### config.mk
export PLATFORM = sky130hd
export DESIGN_NAME = product_job_ctrl
export DESIGN_NICKNAME = d
export VERILOG_FILES = /design/src/rtl/product_pkg.sv /design/src/rtl/product_watchdog.sv /design/src/rtl/product_job_ctrl.sv
export SDC_FILE = /design/constraint.sdc
export NUM_CORES = 1
export LEC_CHECK = 0
export CAP_MARGIN = 5
export CORE_MARGIN = 2
export CORE_UTILIZATION = 43
export DETAILED_ROUTE_END_ITERATION = 10
export PLACE_DENSITY_LB_ADDON = 0.2
export SLEW_MARGIN = 10
export SYNTH_ARGS = -nofsm -noshare
export SYNTH_HDL_FRONTEND = slang
export SYNTH_HIERARCHICAL = 1
export SYNTH_SLANG_ARGS = --single-unit
export TNS_END_PERCENT = 100
### constraint.sdc
create_clock -name clk -period 2.3 [get_ports clk]
set_clock_uncertainty 0.15 [all_clocks]
set_input_delay 0.345 -clock clk [delete_from_list [all_inputs] [get_ports clk]]
set_output_delay 0.345 -clock clk [all_outputs]
set_load 0.01 [all_outputs]
### src/rtl/product_pkg.sv
// Shared types and constants for the product job controller.
package product_pkg;

    // Controller sequence for one job
    typedef enum logic [2:0] {
        LOAD  = 3'd0,
        START = 3'd1,
        WAIT  = 3'd2,
        RD_HI = 3'd3,
        RD_LO = 3'd4,
        CAP   = 3'd5,
        OUT   = 3'd6
    } state_t;

    // Data-memory layout shared with the product engine
    localparam logic [7:0] OP_BASE_DEF  = 8'd1;
    localparam logic [7:0] RES_BASE_DEF = 8'd4;
    localparam int         N_OPS_DEF    = 3;

endpackage

### src/rtl/product_watchdog.sv
// Watchdog for the WAIT state: counts enabled cycles and flags the cycle on
// which the count reaches TIMEOUT.
module product_watchdog #(
    parameter int W       = 8,
    parameter int TIMEOUT = 255
) (
    input  logic clk,
    input  logic rst,
    input  logic clear,
    input  logic enable,
    output logic tc
);

    logic [W-1:0] count;

    // Cycle counter, zeroed whenever the controller is outside WAIT
    always_ff @(posedge clk or posedge rst) begin
        if (rst) begin
            count <= '0;
        end else if (clear) begin
            count <= '0;
        end else if (enable) begin
            count <= count + 1'b1;
        end
    end

    // Terminal count: this enabled cycle brings the count to TIMEOUT
    assign tc = enable && (count == W'(TIMEOUT - 1));

endmodule

### src/rtl/product_job_ctrl.sv
// Job controller in front of the three-operand product engine.
// Loads operand bytes into data memory, pulses the engine init line, waits
// for done, reads back the 16-bit product and offers it on a result stream.
// Optional macro PRODUCT_TIMEOUT_EN adds a WAIT watchdog that aborts the job
// with res_err=1 and res_data=0 when the engine never answers.
module product_job_ctrl
    import product_pkg::*;
#(
    parameter logic [7:0] OP_BASE   = OP_BASE_DEF,
    parameter int         N_OPS     = N_OPS_DEF,
    parameter logic [7:0] RES_BASE  = RES_BASE_DEF,
    parameter int         START_LEN = 1,
    parameter int         TIMEOUT   = 255
) (
    input  logic        clk,
    input  logic        init,
    input  logic        in_valid,
    input  logic [7:0]  in_data,
    output logic        in_ready,
    output logic        mem_we,
    output logic        mem_re,
    output logic [7:0]  mem_addr,
    output logic [7:0]  mem_wdata,
    input  logic [7:0]  mem_rdata,
    output logic        eng_init,
    input  logic        eng_done,
    output logic        res_valid,
    output logic [15:0] res_data,
    input  logic        res_ready,
    output logic        res_err,
    output logic        busy
);

    localparam logic [1:0] IDX_LAST   = 2'(N_OPS - 1);
    localparam logic [7:0] START_LAST = 8'(START_LEN - 1);

    state_t     state;
    state_t     state_nx;
    logic [1:0] idx;
    logic [7:0] start_cnt;
    logic       accept;
    logic       wd_tc;

    assign accept = in_valid && in_ready;

`ifdef PRODUCT_TIMEOUT_EN
    product_watchdog #(
        .W       (8),
        .TIMEOUT (TIMEOUT)
    ) u_watchdog (
        .clk    (clk),
        .rst    (init),
        .clear  (state != WAIT),
        .enable (state == WAIT),
        .tc     (wd_tc)
    );
`else
    assign wd_tc = 1'b0;
`endif

    // State register
    always_ff @(posedge clk or posedge init) begin
        if (init) begin
            state <= LOAD;
        end else begin
            state <= state_nx;
        end
    end

    // Next-state logic; a stale eng_done is only looked at from WAIT onward
    always_comb begin
        state_nx = state;
        unique case (state)
            LOAD:  if (accept && (idx == IDX_LAST)) state_nx = START;
            START: if (start_cnt == START_LAST)     state_nx = WAIT;
            WAIT: begin
                if (eng_done)   state_nx = RD_HI;
                else if (wd_tc) state_nx = OUT;
            end
            RD_HI: state_nx = RD_LO;
            RD_LO: state_nx = CAP;
            CAP:   state_nx = OUT;
            OUT:   if (res_ready) state_nx = LOAD;
            default: state_nx = LOAD;
        endcase
    end

    // Output decode; memory bus is zeroed whenever it is idle
    always_comb begin
        in_ready  = 1'b0;
        mem_we    = 1'b0;
        mem_re    = 1'b0;
        mem_addr  = 8'd0;
        mem_wdata = 8'd0;
        res_valid = 1'b0;
        unique case (state)
            LOAD: begin
                in_ready = !init;
                if (in_valid && !init) begin
                    mem_we    = 1'b1;
                    mem_addr  = OP_BASE + 8'(idx);
                    mem_wdata = in_data;
                end
            end
            RD_HI: begin
                mem_re   = 1'b1;
                mem_addr = RES_BASE;
            end
            RD_LO: begin
                mem_re   = 1'b1;
                mem_addr = RES_BASE + 8'd1;
            end
            OUT:     res_valid = 1'b1;
            default: ;
        endcase
        eng_init = init || (state == START);
        busy     = !((state == LOAD) && (idx == 2'd0));
    end

    // Operand index and START hold counter
    always_ff @(posedge clk or posedge init) begin
        if (init) begin
            idx       <= 2'd0;
            start_cnt <= 8'd0;
        end else begin
            if ((state == LOAD) && accept) begin
                idx <= (idx == IDX_LAST) ? 2'd0 : idx + 2'd1;
            end
            start_cnt <= (state == START) ? start_cnt + 8'd1 : 8'd0;
        end
    end

    // Result capture: read data lands one cycle after each mem_re
    always_ff @(posedge clk or posedge init) begin
        if (init) begin
            res_data <= 16'h0000;
            res_err  <= 1'b0;
        end else begin
            unique case (state)
                WAIT: begin
                    if (eng_done) begin
                        res_err <= 1'b0;
                    end else if (wd_tc) begin
                        res_data <= 16'h0000;
                        res_err  <= 1'b1;
                    end
                end
                RD_LO:   res_data[15:8] <= mem_rdata;
                CAP:     res_data[7:0]  <= mem_rdata;
                default: ;
            endcase
        end
    end

endmodule

==> Implementation_results.wiki <==
{| class="wikitable"
! Metric !! Value
|-
| Worst ir drop on vdd || 0.000699 V
|-
| Least setup slack across all paths after layout || 0.0924 ns
|-
| Hold slack || 0.361 ns
|-
| GRT overflow || 0
|-
| Post-synthesis sequential area ratio || 48.4%
|-
| Total routing resource utilization after global routing || between 10% and 20%
|-
| Flip-flop and latch count after synthesis || 29
|-
| DRC marker count from the first detailed-route iteration || 37
|-
| Post-layout min period || 2.21 ns
|-
| RSZ-0062 raised after global routing || no
|-
| CTS Buffer Depth || 2
|-
| Net count reported at finish || 232
|-
| I/O pin count || 60
|-
| Worst hold-check path type || reg2reg
|-
| CP arrival || 1.71 ns
|-
| Cell breakdown of the critical path || nor3b_4 -> a21o_1 -> clkdlybuf4s50_1
|-
| Hold Startpoint || res_data[13]
|-
| Startpoint of the worst-slack reg-to-reg timing path || start_cnt[0]
|-
| Number of distinct library cell variants in the gate-level netlist after synthesis || 32
|-
| Async set-reset flop share out of synthesis || 100%
|-
| Max Transition Viols Final || 0
|-
| Data required time of the critical path || approximately 1.8 ns
|-
| Routed via count divided by cell count || 4.93
|-
| Setup WS pre-CTS || -0.118 ns
|-
| TritonCTS buffer count || 5
|-
| Final routed wire length divided by cell count || 14.6 um
|-
| Max Clk Rate || 453 MHz
|-
| Startpoint kind of the worst setup timing path || flop
|-
| Clock Latency Late Sink || 0.32 ns
|-
| Total leakage power || 1.15 nW
|-
| Areal power density over the cells || 1130 mW/mm2
|-
| Cell count after synthesis || approximately 140
|-
| Via count of the first global-routing pass || between 1000 and 1500
|-
| Final cell count without fillers || 251
|-
| Type of element capturing the critical path || output port
|-
| Critical path class || reg2out
|-
| Router iterations before antenna repair || 4
|-
| H-tree levels || 2
|-
| Total standard cell area after synthesis || 0.00150 mm2
|-
| Power share of the clock group || 17.0%
|-
| Area of combinational cells with multiple inputs || 728 um2
|-
| Endpoints failing setup || 0
|-
| Total negative setup slack || 0 ns
|-
| CP max FO || 5
|-
| Startpoint of the most critical setup path || state[0]
|-
| Fillcell total || about 280
|-
| # port buffers || 53
|-
| Storage cell area || 729 um2
|-
| Crit path max-delay family || buffers and inverters
|-
| Die Ht || 63.1 um
|-
| WL final || 3.65 mm
|-
| Number of placed instances with taps included || 240
|-
| Slowest stage delay, CP || 0.55 ns
|-
| Final cell utilization of the core || between 60% and 70%
|-
| Relative contribution of sequential cells to total power || 33.1%
|-
| Average cell area after synthesis || 10.9 um2
|-
| Placer's final routability congestion estimate || 0.873
|-
| Horizontal die dimension || 63.1 um
|-
| Internal power || 0.00174 W
|-
| Antenna violations before repair || 0
|-
| Number of core rows || 21
|-
| Area of the placeable core || 0.00334 mm2
|-
| HPWL Detailed || approximately 2.7 mm
|-
| Syn. warnings || 6
|-
| DRC violation count after routing || 0
|-
| CP max-delay cell || sky130_fd_sc_hd__clkdlybuf4s50_1
|-
| Fraction of layout cells with a size suffix above 1 || between 20% and 30%
|-
| Period Utilization, post-route || between 90% and 100%
|-
| Count of inserted antenna diode cells || 0
|-
| Switching component of the power || 0.000853 W
|-
| Count of nets left with antenna violations after detail routing || 0
|-
| Max-capacitance violation count || 0
|-
| Clock-pin slew on the worst setup and hold paths || 0.09 ns
|-
| Count of flip-flops with a built-in enable after synthesis || 0
|-
| Proportion of total power due to net switching || around 33%
|-
| Maximum number of pins on one net before global-route repair || 30
|-
| Vias after detailed routing || 1237
|-
| Number of buffer and inverter stages on the critical path || 1
|-
| CTS tree || yes
|-
| Layout overhead on the synthesized area || 52.0%
|-
| Result of the run || finished clean
|-
| Prevailing post-synth register cell || sky130_fd_sc_hd__dfrtp_1
|-
| Die Outline Area || approximately 0.0040 mm2
|-
| Initial Utilization || between 40% and 50%
|-
| Number of hold violations in the final report || 0
|-
| Clk root buf || sky130_fd_sc_hd__clkbuf_4
|-
| Global-route wire length before repair || roughly 6.0 mm
|-
| Clk sink count || 29
|-
| Portion of total power attributed to combinational logic || 49.9%
|}
layer usage:
layer,up-vias,GRT usage (%),routed length [um]
met3,9,6.25,190
met5,-,0,0
met2,33,34.6,1870
met1,598,21.8,1510
li1,597,-,-
met4,0,9.44,79
cell families (layout without fill, tap and decap cells):
| group | Yosys count | in the layout | share of synthesized area, % |
|---|---|---|---|
| AND/OR/NAND/NOR | 44 | 44 | 16.8 |
| flip-flops | 29 | 29 | 48.4 |
| buffers and inverters | 21 | 83 | 7.17 |
| AO/OA/AOI/OAI | 17 | 17 | 7.76 |
| multiplexers | 16 | 16 | 12.0 |
| adder cells (fa/ha/maj) | 7 | 7 | 5.84 |
| XOR/XNOR | 3 | 3 | 1.75 |
| other | 1 | 6 | 0.250 |
power by group through the flow:
stage | Sequential (W) | Combinational, W | Clock, W
2_1_floorplan | 0.000872 | 0.000550 | 0
3_3_place_gp | 0.000826 | 0.00121 | 0
3_5_place_dp | 0.000840 | 0.00123 | 0
4_1_cts | 0.000853 | 0.00127 | 0.000453
5_1_grt | 0.000888 | 0.00139 | 0.000471
6_report | 0.000857 | 0.00129 | 0.000441
cell usage after synthesis, drive strengths merged (3+ instances only):
cell type / number / area share, %
a21o: 3 / 1.5
a21oi: 3 / 1.0
and2: 3 / 1.3
and3: 9 / 3.8
buf: 11 / 4.7
clkbuf: 3 / 0.75
dfrtp: 29 / 48
ha: 7 / 5.8
inv: 7 / 1.8
mux2: 16 / 12
nand2: 4 / 1.0
nand3: 8 / 2.7
nor2: 5 / 1.3
nor2b: 4 / 1.7
o21ai: 6 / 2.0
or3: 3 / 1.3
layout by cell type, fill, tap and decap left out, drive strengths merged, types with 3 or more instances in the layout:
cell type	Yosys	layout
clkdlybuf4s50	0	38
dlygate4sd2	0	9
a21o	3	3
o21ai	6	6
or3	3	3
nand3	8	8
nand2	4	4
inv	7	7
mux2	16	16
dfrtp	29	29
a21oi	3	3
buf	11	15
nor2	5	5
conb	1	6
ha	7	7
clkbuf	3	7
nor2b	4	4
and3	9	9
dlymetal6s2s	0	6
and2	3	3
final cells by class:
type	count	share of cell area, %
Clock buffer	7	2.41
Timing Repair Buffer	68	28.7
Tap cell	46	2.52
Clock inverter	1	1.32
Inverter	7	1.15
Multi-Input combinational cell	93	31.9
Sequential cell	29	32.0
registers in the layout (all words and copies together), names as in the netlist:
| register | flops |
|---|---|
| res_data | 16 |
| start_cnt | 8 |
| state | 3 |
| idx | 2 |
timing repair:
action                                  in CTS  in global routing
buffers inserted                             3                  0
resized for setup                           17                 13
endpoints found under the setup margin      15                  7
hold endpoints to repair                     0                  0
hold buffers                                 0                  0
pin swaps                                    0                  2
stage by stage:
step                      power, W  cell area (um2)
after floorplan            0.00142             1520
after global placement     0.00203             2120
after detailed placement   0.00207             2120
after CTS                  0.00258             2240
after global routing       0.00275             2280
final                      0.00259             2280
worst paths after layout:
check	slack, ns	depth (start not counted)	to
max	0.09	3	mem_re
min	0.36	1	res_data[13]
max reg2reg	0.53	5	state[0]
min reg2reg	0.36	1	res_data[13]
max in group asynchronous	1.26	4	state[0]
min in group asynchronous	0.46	4	start_cnt[5]
(Power assumes the default switching activity.)
